===== src/rtl/axi_lite_gpio_sequencer.sv =====
// rtl/axi_lite_gpio_sequencer.sv - AXI4-Lite write master that programs a GPIO direction
// register, then plays a list of data-register writes at a programmable interval.
module axi_lite_gpio_sequencer #(
  parameter int         ADDR_WIDTH = 4,
  parameter logic [3:0] DATA_ADDR  = 4'h0,
  parameter logic [3:0] DIR_ADDR   = 4'h4,
  parameter int         DEPTH      = 8,
  parameter int         CNT_WIDTH  = 16
) (
  input  logic                   aclk,
  input  logic                   areset,
  input  logic                   start,
  input  logic                   abort,
  input  logic [31:0]            dir_mask,
  input  logic [32*DEPTH-1:0]    pattern,
  input  logic [4:0]             num_steps,
  input  logic [CNT_WIDTH-1:0]   interval,
  input  logic                   loop_en,
  output logic                   busy,
  output logic                   done,
  output logic                   error,
  output logic [3:0]             step_idx,
  output logic [ADDR_WIDTH-1:0]  m_axi_awaddr,
  output logic [2:0]             m_axi_awprot,
  output logic                   m_axi_awvalid,
  input  logic                   m_axi_awready,
  output logic [31:0]            m_axi_wdata,
  output logic [3:0]             m_axi_wstrb,
  output logic                   m_axi_wvalid,
  input  logic                   m_axi_wready,
  input  logic [1:0]             m_axi_bresp,
  input  logic                   m_axi_bvalid,
  output logic                   m_axi_bready
);

  typedef enum logic [2:0] {
    S_IDLE, S_WR_DIR, S_WR_DATA, S_RESP, S_DELAY, S_NEXT, S_FINISH
  } state_t;

  localparam logic [ADDR_WIDTH-1:0] DATA_A = ADDR_WIDTH'(DATA_ADDR);
  localparam logic [ADDR_WIDTH-1:0] DIR_A  = ADDR_WIDTH'(DIR_ADDR);
  localparam logic [4:0]            DEPTH5 = 5'(DEPTH);

  state_t                 state, state_d;
  logic [31:0]            dir_q;
  logic [32*DEPTH-1:0]    pattern_q;
  logic [4:0]             num_q;
  logic [CNT_WIDTH-1:0]   interval_q, cnt;
  logic                   loop_q, issued, aw_done, w_done, is_dir, abort_pend;
  logic                   aw_fire, w_fire, xfer_done, abort_any, last_step;
  logic [4:0]             num_clamped;
  logic [31:0]            cur_entry;

  assign m_axi_awprot = 3'b000;
  assign m_axi_wstrb  = 4'hF;

  assign num_clamped = (num_steps > DEPTH5) ? DEPTH5 : num_steps;
  assign aw_fire     = m_axi_awvalid & m_axi_awready;
  assign w_fire      = m_axi_wvalid & m_axi_wready;
  // Address and data channels complete independently; either may finish first.
  assign xfer_done   = issued & (aw_done | aw_fire) & (w_done | w_fire);
  assign abort_any   = abort | abort_pend;
  assign last_step   = ({1'b0, step_idx} + 5'd1) == num_q;

  always_comb begin
    cur_entry = '0;
    for (int k = 0; k < DEPTH; k++) begin
      if (step_idx == 4'(k)) cur_entry = pattern_q[32*k +: 32];
    end
  end

  always_comb begin
    state_d = state;
    case (state)
      S_IDLE:              if (start) state_d = S_WR_DIR;
      S_WR_DIR, S_WR_DATA: if (xfer_done) state_d = S_RESP;
      S_RESP: begin
        if (m_axi_bvalid) begin
          if (m_axi_bresp != 2'b00 || abort_any) state_d = S_FINISH;
          else if (is_dir)                       state_d = (num_q == 5'd0) ? S_FINISH : S_WR_DATA;
          else                                   state_d = (interval_q == '0) ? S_NEXT : S_DELAY;
        end
      end
      S_DELAY: begin
        if (abort)           state_d = S_FINISH;
        else if (cnt == '0)  state_d = S_NEXT;
      end
      S_NEXT: begin
        if (abort_any || (last_step && !loop_q)) state_d = S_FINISH;
        else                                     state_d = S_WR_DATA;
      end
      S_FINISH: state_d = S_IDLE;
      default:  state_d = S_IDLE;
    endcase
  end

  always_ff @(posedge aclk) begin
    if (areset) begin
      state         <= S_IDLE;
      busy          <= 1'b0;
      done          <= 1'b0;
      error         <= 1'b0;
      step_idx      <= '0;
      m_axi_awaddr  <= '0;
      m_axi_awvalid <= 1'b0;
      m_axi_wdata   <= '0;
      m_axi_wvalid  <= 1'b0;
      m_axi_bready  <= 1'b0;
      dir_q         <= '0;
      pattern_q     <= '0;
      num_q         <= '0;
      interval_q    <= '0;
      loop_q        <= 1'b0;
      cnt           <= '0;
      issued        <= 1'b0;
      aw_done       <= 1'b0;
      w_done        <= 1'b0;
      is_dir        <= 1'b0;
      abort_pend    <= 1'b0;
    end else begin
      state        <= state_d;
      busy         <= (state_d != S_IDLE) && (state_d != S_FINISH);
      done         <= (state_d == S_FINISH);
      m_axi_bready <= (state_d == S_RESP);
      if (aw_fire) begin
        m_axi_awvalid <= 1'b0;
        aw_done       <= 1'b0 | 1'b1;
      end
      if (w_fire) begin
        m_axi_wvalid <= 1'b0;
        w_done       <= 1'b1;
      end
      if (state == S_IDLE) abort_pend <= 1'b0;
      else if (abort && (state == S_WR_DIR || state == S_WR_DATA || state == S_RESP))
        abort_pend <= 1'b1;

      case (state)
        S_IDLE: begin
          if (start) begin
            dir_q      <= dir_mask;
            pattern_q  <= pattern;
            num_q      <= num_clamped;
            interval_q <= interval;
            loop_q     <= loop_en;
            error      <= 1'b0;
            step_idx   <= '0;
            is_dir     <= 1'b1;
          end
        end
        S_WR_DIR, S_WR_DATA: begin
          // Both valids rise together on the cycle after entering the write state.
          if (!issued) begin
            issued        <= 1'b1;
            m_axi_awvalid <= 1'b1;
            m_axi_wvalid  <= 1'b1;
            aw_done       <= 1'b0;
            w_done        <= 1'b0;
            m_axi_awaddr  <= (state == S_WR_DIR) ? DIR_A : DATA_A;
            m_axi_wdata   <= (state == S_WR_DIR) ? dir_q : cur_entry;
          end
        end
        S_RESP: begin
          issued <= 1'b0;
          if (m_axi_bvalid) begin
            if (m_axi_bresp != 2'b00) error <= 1'b1;
            is_dir <= 1'b0;
            cnt    <= interval_q - CNT_WIDTH'(1);
          end
        end
        S_DELAY: cnt <= cnt - CNT_WIDTH'(1);
        S_NEXT: begin
          if (state_d == S_WR_DATA) step_idx <= last_step ? 4'd0 : step_idx + 4'd1;
        end
        default: ;
      endcase
    end
  end

endmodule


===== config.mk =====
export PLATFORM = sky130hd
export DESIGN_NAME = axi_lite_gpio_sequencer
export DESIGN_NICKNAME = d
export VERILOG_FILES = /design/src/rtl/axi_lite_gpio_sequencer.sv
export SDC_FILE = /design/constraint.sdc
export NUM_CORES = 1
export LEC_CHECK = 0
export BUFFER_PORTS_ARGS = -buffer_cell sky130_fd_sc_hd__buf_2
export CAP_MARGIN = 20
export CORE_UTILIZATION = 49
export CTS_CLUSTER_DIAMETER = 40
export CTS_CLUSTER_SIZE = 14
export DETAILED_ROUTE_END_ITERATION = 8
export GPL_TIMING_DRIVEN = 0
export PLACE_DENSITY = 0.76
export SLEW_MARGIN = 25
export SYNTH_ARGS = -nofsm -noshare
export SYNTH_HDL_FRONTEND = slang
export SYNTH_SLANG_ARGS = --single-unit
export TNS_END_PERCENT = 50

===== constraint.sdc =====
create_clock -name aclk -period 2.9 [get_ports aclk]
set_input_delay 0.58 -clock aclk [delete_from_list [all_inputs] [get_ports aclk]]
set_output_delay 0.58 -clock aclk [all_outputs]
set_load 0.02 [all_outputs]

After elaboration in Yosys (flattened, before gate mapping)

Index checks and enable logic that the tools add are counted.

Divide/modulo/power cells: 0
Shifts and indexed selects: 0
Reductions and logical operators: 27
$lt $le $gt $ge: 1
Equal/unequal tests: 21
Mux-type cells: 48
Add/sub/neg operators: 4
Bitwise gates (word level): 8
Multiply operators: 0

Operators by type and width:

| cell                                                | count |
|---|---|
| two-way mux 32 bit                                  | 9 |
| zero test 16 bit                                    | 2 |
| case mux 16 bit (2 select lines)                    | 1 |
| subtractor 16 x 1 -> 16 bit (second input constant) | 2 |
| two-way mux 3 bit                                   | 10 |
| two-way mux 1 bit                                   | 18 |
| == test 4 x 3 -> 1 bit (second input constant)      | 4 |
| two-way mux 16 bit                                  | 1 |
| case mux 3 bit (5 select lines)                     | 1 |
| == test 3 x 2 -> 1 bit (second input constant)      | 4 |
| two-way mux 4 bit                                   | 3 |
| nonzero test 2 bit                                  | 5 |
| == test 3 bit (second input constant)               | 3 |
| == test 4 x 2 -> 1 bit (second input constant)      | 2 |
| != test 2 bit (second input constant)               | 4 |
| case mux 4 bit (2 select lines)                     | 1 |
| case mux 1 bit (2 select lines)                     | 3 |
| AND reduction 2 bit                                 | 3 |
| AND reduction 3 bit                                 | 2 |
| adder 4 x 1 -> 5 bit (second input constant)        | 1 |
| == test 5 bit                                       | 1 |
| > comparator 5 x 4 -> 1 bit (second input constant) | 1 |
| zero test 5 bit                                     | 1 |
| two-way mux 5 bit                                   | 1 |
| other kinds (15)                                    | 26 |

Input bits: 319
RAM bits: 0
Memory bits (read-only): 0
Flip-flop bits (word level): 380
Output and inout port bits: 53
Memories kept: 0
Latch bits: 0
Logic and storage cells: 130

Depth between registers and ports, before layout

Gate-level depths: netlist (run 1).

Word-level depth: 10
Gate-level depth with buffers: 12
Gate-level depth less buffers: 8

Worst setup path after synthesis (run 1)

OpenSTA, ideal clock, no wires.

Path type: reg-to-reg
From: register state[2]
To: register cnt[12]
Required time: 2.826 ns
Path buffers: 4
Slack: 0.007 ns
Arrival: 2.818 ns
Stages on the path, launching flop included: 13
Setup time: 0.074 ns
Period minus slack after synthesis: 2.893 ns
Cells stage by stage: dfxtp_1 buf_2 or3b_1 buf_2 buf_1 clkbuf_1 mux2i_1 ha_1 inv_1 a21oi_2 nand3_1 or3_1 a31oi_1

Cells in the longest elaborated chain, start to end: 3
Elaborated cells on any way between the ends: 6
Those cells by class: eq/ne (3); mux (1); reduce/logical (2)

RTL lines:

| element                                                                     | line | text |
|---|---|---|
| from (decl)                                                                 | 44   | `state_t state, state_d;` |
| from (signal assigned)                                                      | 121  | `state <= state_d;` |
| == test 3 x 2 -> 1 bit / == test 3 bit (equally long branches)              | 137  | `case (state)` |
| != test 2 bit (no source line) / nonzero test 2 bit (equally long branches) | --   |  |
| AND reduction 2 bit (no source line)                                        | --   |  |
| to (signal assigned)                                                        | 167  | `cnt <= interval_q - CNT_WIDTH'(1);` |
| to (signal assigned)                                                        | 170  | `S_DELAY: cnt <= cnt - CNT_WIDTH'(1);` |
| to (decl)                                                                   | 48   | `logic [CNT_WIDTH-1:0] interval_q, cnt;` |

Several ways; a longest one is shown, not always the timed one.
A chain may end at the register's enable or synchronous reset.

Worst setup path after layout (run 1)

From: register step_idx[1]
To: register m_axi_wdata[15]

Cells in the longest elaborated chain, start to end: 10
Elaborated cells on any way between the ends: 17
Those cells by class: eq/ne (7); mux (9); reduce/logical (1)

RTL lines:

| element                         | line | text |
|---|---|---|
| from (decl)                     | 22   | `output logic [3:0] step_idx,` |
| from (signal assigned)          | 172  | `if (state_d == S_WR_DATA) step_idx <= last_step ? 4'd0 : step_idx + 4'd1;` |
| zero test 4 bit                 | 68   | `if (step_idx == 4'(k)) cur_entry = pattern_q[32*k +: 32];` |
| two-way mux 32 bit (7 in a row) | 68   |  |
| two-way mux 32 bit *            | 68   |  |
| two-way mux 32 bit *            | 159  | `m_axi_wdata <= (state == S_WR_DIR) ? dir_q : cur_entry;` |
| to (signal assigned)            | 159  |  |
| to (decl)                       | 27   | `output logic [31:0] m_axi_wdata,` |

Every way passes the cells marked *; elsewhere a longest branch is shown, timed or not.

==> results.py, run 1 <==
metrics = {
    "synthesis": {
        "synth-seq-area-share_pct": 46.7,
        "async_reset_ff_share_pct": 0,
        "syn_inst": 2148,
        "ys_types": 65,
        "synth_commonest_cells": "nand2_1, a21oi_1, dfxtp_1",
        "synth_edf_count": 0,
        "synth_top_cell_by_area": "dfxtp_1",
        "synth.area.top_cells": "dfxtp_1, nand2_1, a21oi_1",
        "synth_top_area_share_pct": 46.7,
        "synth_warnings": 0,
        "synthMostInstantiatedCell": "nand2_1",
        "synth_area_sq_um": 16200,
        "ys.flop_type": "dfxtp_1",
        "syn_area_per_cell_sq_um": 7.52,
        "ys_seq_elements": 377,
    },
    "timing": {
        "hold_viol_final": 0,
        "skew_ps": 17.8,
        "slew_violations": 0,
        "finalSetupTns_ps": -15.8,
        "fmax_mhz": 344,
        "setup_viol": 2,
        "rsz0062_at_grt": "true",
        "post-route-min-period_ps": 2910,
        "min_period_over_period_pct": 100,
        "worstMarginPinSlew_ps": 1030,
        "fin_hold_ws_ps": 258,
        "layout_setup_ws_ps": -11.0,
        "slew_headroom_pct": 31.7,
    },
    "cts": {
        "cts.clk_slew.worst_paths_ps": 70,
        "root_buffer": "clkbuf_16",
        "cts_max_level": 2,
        "cts_tree": "built",
        "ctsHoldBuffers": 0,
        "cts_sinks": 377,
        "clk_path_buf_depth": 3,
        "clkLatencyLatePin_ps": 560,
        "cts_buffers": 48,
    },
    "finish": {
        "stdcell_count": 3053,
        "n_fill_cell": 2956,
        "final_area_sq_um": 20400,
        "layout-drive-gt1-share_pct": 20.0,
        "syn_to_final_growth_pct": 26.3,
        "nets": 2893,
    },
    "pwr": {
        "totalPowerFinal_mw": 13.4,
        "p_leak_nw": 8.45,
        "vdd_drop_max_v": 0.000489,
        "power.density_nw_per_um2": 655,
    },
    "route": {
        "routed_wl_mm": 59.2,
        "wl_per_cell_um": 19.4,
        "drtAntennaViolNets": 0,
        "drc_errors": 0,
        "vias": 17300,
        "drt-initial-drc-count": 1693,
        "drt_pass1_iterations": 6,
        "viasPerCell": 5.67,
    },
    "floorplan": {
        "initial_core_util_pct": 49.8,
        "die-area_sq_um": 33700,
        "core_area_sq_um": 32500,
        "placementRows": 66,
        "die_height_um": 184,
        "die_w_um": 184,
        "io_pins": 372,
    },
    "critical_path": {
        "path_cells": "inv_1 > ha_1 > buf_2 > nor3b_4 > buf_2 > a22oi_1 > a211oi_1 > o221ai_1 > a21oi_1 > a21o_1",
        "cp-start-kind": "flip-flop",
        "end_kind": "flip-flop",
        "timing.critical_path.mode_cell": "buf_2",
        "cp.arrival_ps": 3400,
        "cp_slowest_cell": "a211oi_1",
        "max_stage_delay_ps": 430,
        "required_ps": 3390,
        "criticalPathCategory": "reg -> reg",
        "worst-path-max-fanout": 10,
    },
    "global_routing": {
        "grt_max_degree": 20,
        "grt_pass1_vias": 15700,
        "antenna_found_initial": 6,
        "grt-ovfl-total": 0,
        "grt_pass1_wl_mm": 87.9,
        "grt_use_total_pct": 33.9,
    },
    "placement": {
        "hpwl_mm": 46.0,
        "gp_congestion": 0.956,
        "place_area_sq_um": 18500,
        "io_buffers": 360,
        "placed_cells": 2958,
    },
    "outcome": {
        "violations": "negative setup slack",
        "status": "finished, violations left",
    },
    "min_path": {
        "min_path_type": "in -> reg",
    },
    "flow_run": {
        "drv_cap": 0,
    },
}
## cells by family after synthesis
logic type,after synthesis,synth area share (%)
compound gates,679,24.9
fa+ha+maj,5,0.387
flops,377,46.7
simple gates,865,21.7
xor+xnor,8,0.434
other cells,2,0.0465
buf+inv,199,4.94
mux,13,0.836
## cell type report
| class | count | area [sq um] | area share [%] |
|---|---|---|---|
| sequential | 377 | 7550 | 37.0 |
| inverter | 11 | 41.3 | 0.202 |
| antenna | 4 | 10.0 | 0.0490 |
| multi-input combinational | 1580 | 7950 | 38.9 |
| clock buffer | 53 | 1270 | 6.23 |
| clock inverter | 35 | 413 | 2.02 |
| buffer | 185 | 768 | 3.76 |
| timing repair buffer | 366 | 1860 | 9.11 |
| tap | 442 | 553 | 2.71 |
## what timing repair did
| item | CTS | global route |
|---|---|---|
| setup buffers | 4 | 2 |
| resized for setup | 21 | 25 |
| hold endpoints to repair | 0 | 0 |
| pin swaps | 1 | 0 |
| endpoints found under the setup margin | 41 | 137 |
## stage by stage
stage	worst slack (ps)	utilization, %
6_report	-11.0	62.9
3_3_place_gp	-845	57.1
2_1_floorplan	7.31	-
4_1_cts	9.18	62.6
3_5_place_dp	-899	57.1
5_1_grt	-47.7	62.9
## cells in the final DEF (no fill, tap or decap), types with 32 or more instances in the layout
| cell type | n |
|---|---|
| a21o_1 | 34 |
| a21oi_1 | 423 |
| a22oi_1 | 32 |
| buf_2 | 372 |
| clkbuf_1 | 147 |
| clkbuf_16 | 49 |
| dfxtp_1 | 376 |
| nand2_1 | 687 |
| nor2_1 | 74 |
| o21ai_0 | 50 |
| o221ai_1 | 58 |
## critical path, delay by kind of cell (launching register included)
family	cells	cell delay, ps
buffers and inverters	3	630
AOI/OAI and AO/OA	5	1280
and+or+nand+nor	1	370
adders and majority gates	1	220
DFF	1	360
## metal layers
metal / routed length, um / track usage (%) / vias up
met5: 37 / 0 / -
met4: 1970 / 11.2 / 6
met3: 5540 / 5.49 / 126
met2: 27100 / 56.2 / 945
met1: 24600 / 44.9 / 8023
li1: - / - / 8222
## worst paths after layout
check,startpoint,end,slack (ps),cells past startpoint
worst max-delay path,step_idx[1],m_axi_wdata[15],-10,10
worst min-delay path,pattern[142],pattern_q[142],260,3
worst max register to register,step_idx[1],m_axi_wdata[15],-10,10
worst min register to register,m_axi_wdata[8],m_axi_wdata[8],450,1
## sequential cells by signal (all words and copies together) (netlist names), 3 cells and up
name	cells
step_idx	4
interval_q	16
cnt	16
dir_q	32
pattern_q	256
m_axi_wdata	32
state	3
num_q	5
## power breakdown
part | leakage, nW | switching (mW) | internal, mW
Clock | 0.824 | 2.52 | 3.71
Combinational | 4.54 | 0.933 | 0.546
Sequential | 3.09 | 0.187 | 5.47
No activity file was read; power rests on OpenSTA's default activity.
==> run 2, diff against run 1 <==
- ABC_AREA: unset -> 1
- CORE_UTILIZATION: 49 -> 50
- PLACE_DENSITY: 0.76 -> 0.77
==> results.py, run 2 <==
metrics = {
    "timing": {
        "setup_viol": 0,
        "finalSetupTns_ps": 0,
        "slew_headroom_pct": 33.5,
        "fmax_mhz": 360,
        "worstMarginPinSlew_ps": 998,
        "min_period_over_period_pct": 95.8,
        "skew_ps": 19.7,
        "post-route-min-period_ps": 2780,
        "slew_violations": 0,
        "hold_viol_final": 0,
        "rsz0062_at_grt": "true",
    },
    "critical_path": {
        "cp.depth": 7,
        "r2r_cells": 7,
        "cp_slowest_cell": "buf_1",
        "worst-path-max-fanout": 10,
        "path_cells": "buf_2 > nor2_1 > nand2_1 > buf_1 > clkbuf_1 > o21ai_0 > a21oi_1",
        "crit_path_end": "pattern_q[171]",
        "path_buf_inv": 3,
        "critPathTopFamily": "buffers and inverters",
        "cp.arrival_ps": 3280,
        "reg2reg_to": "pattern_q[171]",
        "required_ps": 3400,
        "max_stage_delay_ps": 720,
        "r2r-start": "state[2]",
        "startpoint": "state[2]",
        "cp-start-kind": "flip-flop",
        "end_kind": "flip-flop",
        "r2r_slack_ps": 120,
        "criticalPathCategory": "reg -> reg",
    },
    "min_path": {
        "min_from": "m_axi_wready",
        "min_path_type": "in -> reg",
    },
    "global_routing": {
        "grt_pass1_wl_mm": 91.8,
        "grt_max_degree": 15,
        "grt_pass1_vias": 17500,
        "grt_use_total_pct": 33.4,
        "grt-ovfl-total": 0,
        "antenna_found_initial": 12,
    },
    "finish": {
        "nets": 3248,
        "syn_to_final_growth_pct": 25.6,
        "top_regs": "pattern_q x256, dir_q x32, m_axi_wdata x32",
        "largest_register_ffs": 256,
        "layout-drive-gt1-share_pct": 19.5,
        "stdcell_count": 3424,
        "final_common_cell": "nand2_1",
        "layout_common_cells": "nand2_1, buf_2, a21oi_1, dfxtp_1, inv_1",
        "final_area_sq_um": 21500,
        "top_register": "pattern_q",
    },
    "route": {
        "viasPerCell": 5.34,
        "drtAntennaViolNets": 0,
        "drt_pass1_iterations": 6,
        "wl_per_cell_um": 17.4,
        "routed_wl_mm": 59.7,
        "drc_errors": 0,
        "vias": 18300,
        "drt-initial-drc-count": 1619,
    },
    "cts": {
        "post_cts_buffers": 0,
        "cts_buffers": 52,
        "root_buffer": "clkbuf_16",
        "cts_max_level": 2,
        "cts_sinks": 377,
        "ctsResizeCount": 0,
        "ctsHoldBuffers": 0,
        "clkLatencyLatePin_ps": 580,
        "cts.clk_slew.worst_paths_ps": 60,
        "cts_tree": "built",
        "clk_path_buf_depth": 3,
    },
    "placement": {
        "placed_cells": 3318,
        "place_area_sq_um": 19500,
        "hpwl_mm": 46.0,
        "io_buffers": 361,
        "gp_congestion": 0.948,
    },
    "outcome": {
        "status": "finished clean",
    },
    "pwr": {
        "vdd_drop_max_v": 0.000439,
        "p_leak_nw": 10.0,
        "power.density_nw_per_um2": 684,
        "totalPowerFinal_mw": 14.7,
    },
    "floorplan": {
        "placementRows": 67,
        "core_area_sq_um": 33600,
        "die-area_sq_um": 35000,
        "initial_core_util_pct": 50.9,
        "die_height_um": 187,
        "io_pins": 372,
        "die_w_um": 187,
    },
    "synthesis": {
        "ys.flop_type": "dfxtp_1",
        "ys_types": 44,
        "syn_area_per_cell_sq_um": 6.84,
        "syn_inst": 2501,
        "synthMostInstantiatedCell": "nand2_1",
        "synth_edf_count": 0,
        "synth-seq-area-share_pct": 44.1,
        "synth_top_cell_by_area": "dfxtp_1",
        "synth_area_sq_um": 17100,
        "async_reset_ff_share_pct": 0,
        "synth.area.top_cells": "dfxtp_1, nand2_1, a21oi_1",
        "synth_top_area_share_pct": 44.1,
        "ys_seq_elements": 377,
        "synth_commonest_cells": "nand2_1, a21oi_1, dfxtp_1",
        "synth_warnings": 0,
    },
    "flow_run": {
        "drv_cap": 0,
    },
}
==> run 2: changes by cell type after synthesis, sizes merged, moves of 36 or more <==
cell / change
a21oi: -43
inv: +264
clkbuf: -64
o221ai: -62
a211oi: -36
nand2: +71
o21ai: +219
buf: +55
nand3: +84
==> run 2: kinds of logic after synthesis <==
kind of cell	after synthesis	synth area share (%)
AND/OR/NAND/NOR	985	24.1
AO/OA/AOI/OAI	672	20.3
buffers and inverters	456	10.9
flip-flops	377	44.1
adder cells (fa/ha/maj)	5	0.366
XOR/XNOR	4	0.205
other	2	0.0439
==> run 2: metrics by stage <==
step / util, % / setup slack [ps] / hold slack, ps
5_1_grt: 63.9 / -5.87 / 224
3_3_place_gp: 58.0 / 155 / 434
3_5_place_dp: 58.0 / 156 / 436
4_1_cts: 63.8 / 130 / 211
6_report: 63.9 / 122 / 220
2_1_floorplan: - / 823 / 425
==> run 2: how the worst min path moves through the flow <==
stage	to	slack, ps	depth (start not counted)
after floorplan	pattern_q[128]	420	2
after global placement	pattern_q[242]	430	2
after detailed placement	m_axi_wdata[24]	440	2
after CTS	m_axi_wvalid	210	2
after global routing	m_axi_wvalid	220	2
final	m_axi_wvalid	220	2
==> run 2: power breakdown <==
part | internal [mW] | switching [mW]
clock network | 4.44 | 2.65
registers | 5.53 | 0.142
logic | 0.642 | 1.29
==> run 2: area by class of cell <==
class / instances / area (sq um)
Clock buffer: 56 / 1350
Timing Repair Buffer: 361 / 1810
Antenna cell: 10 / 25.0
Fill cell: 3064 / 12100
Buffer: 179 / 837
Tap cell: 448 / 561
Inverter: 277 / 1040
Sequential cell: 377 / 7550
Multi-Input combinational cell: 1676 / 7720
Clock inverter: 40 / 598
==> run 2: layer usage <==
| layer | global-route usage (%) | part of all wire, % | routed length [um] | up-vias |
|---|---|---|---|---|
| met1 | 43.3 | 42 | 25100 | 8480 |
| met2 | 54.4 | 46 | 27200 | 778 |
| met5 | 0 | 0.022 | 13 | - |
| li1 | - | - | - | 8871 |
| met4 | 16.0 | 4.9 | 2900 | 2 |
| met3 | 5.18 | 7.5 | 4510 | 166 |
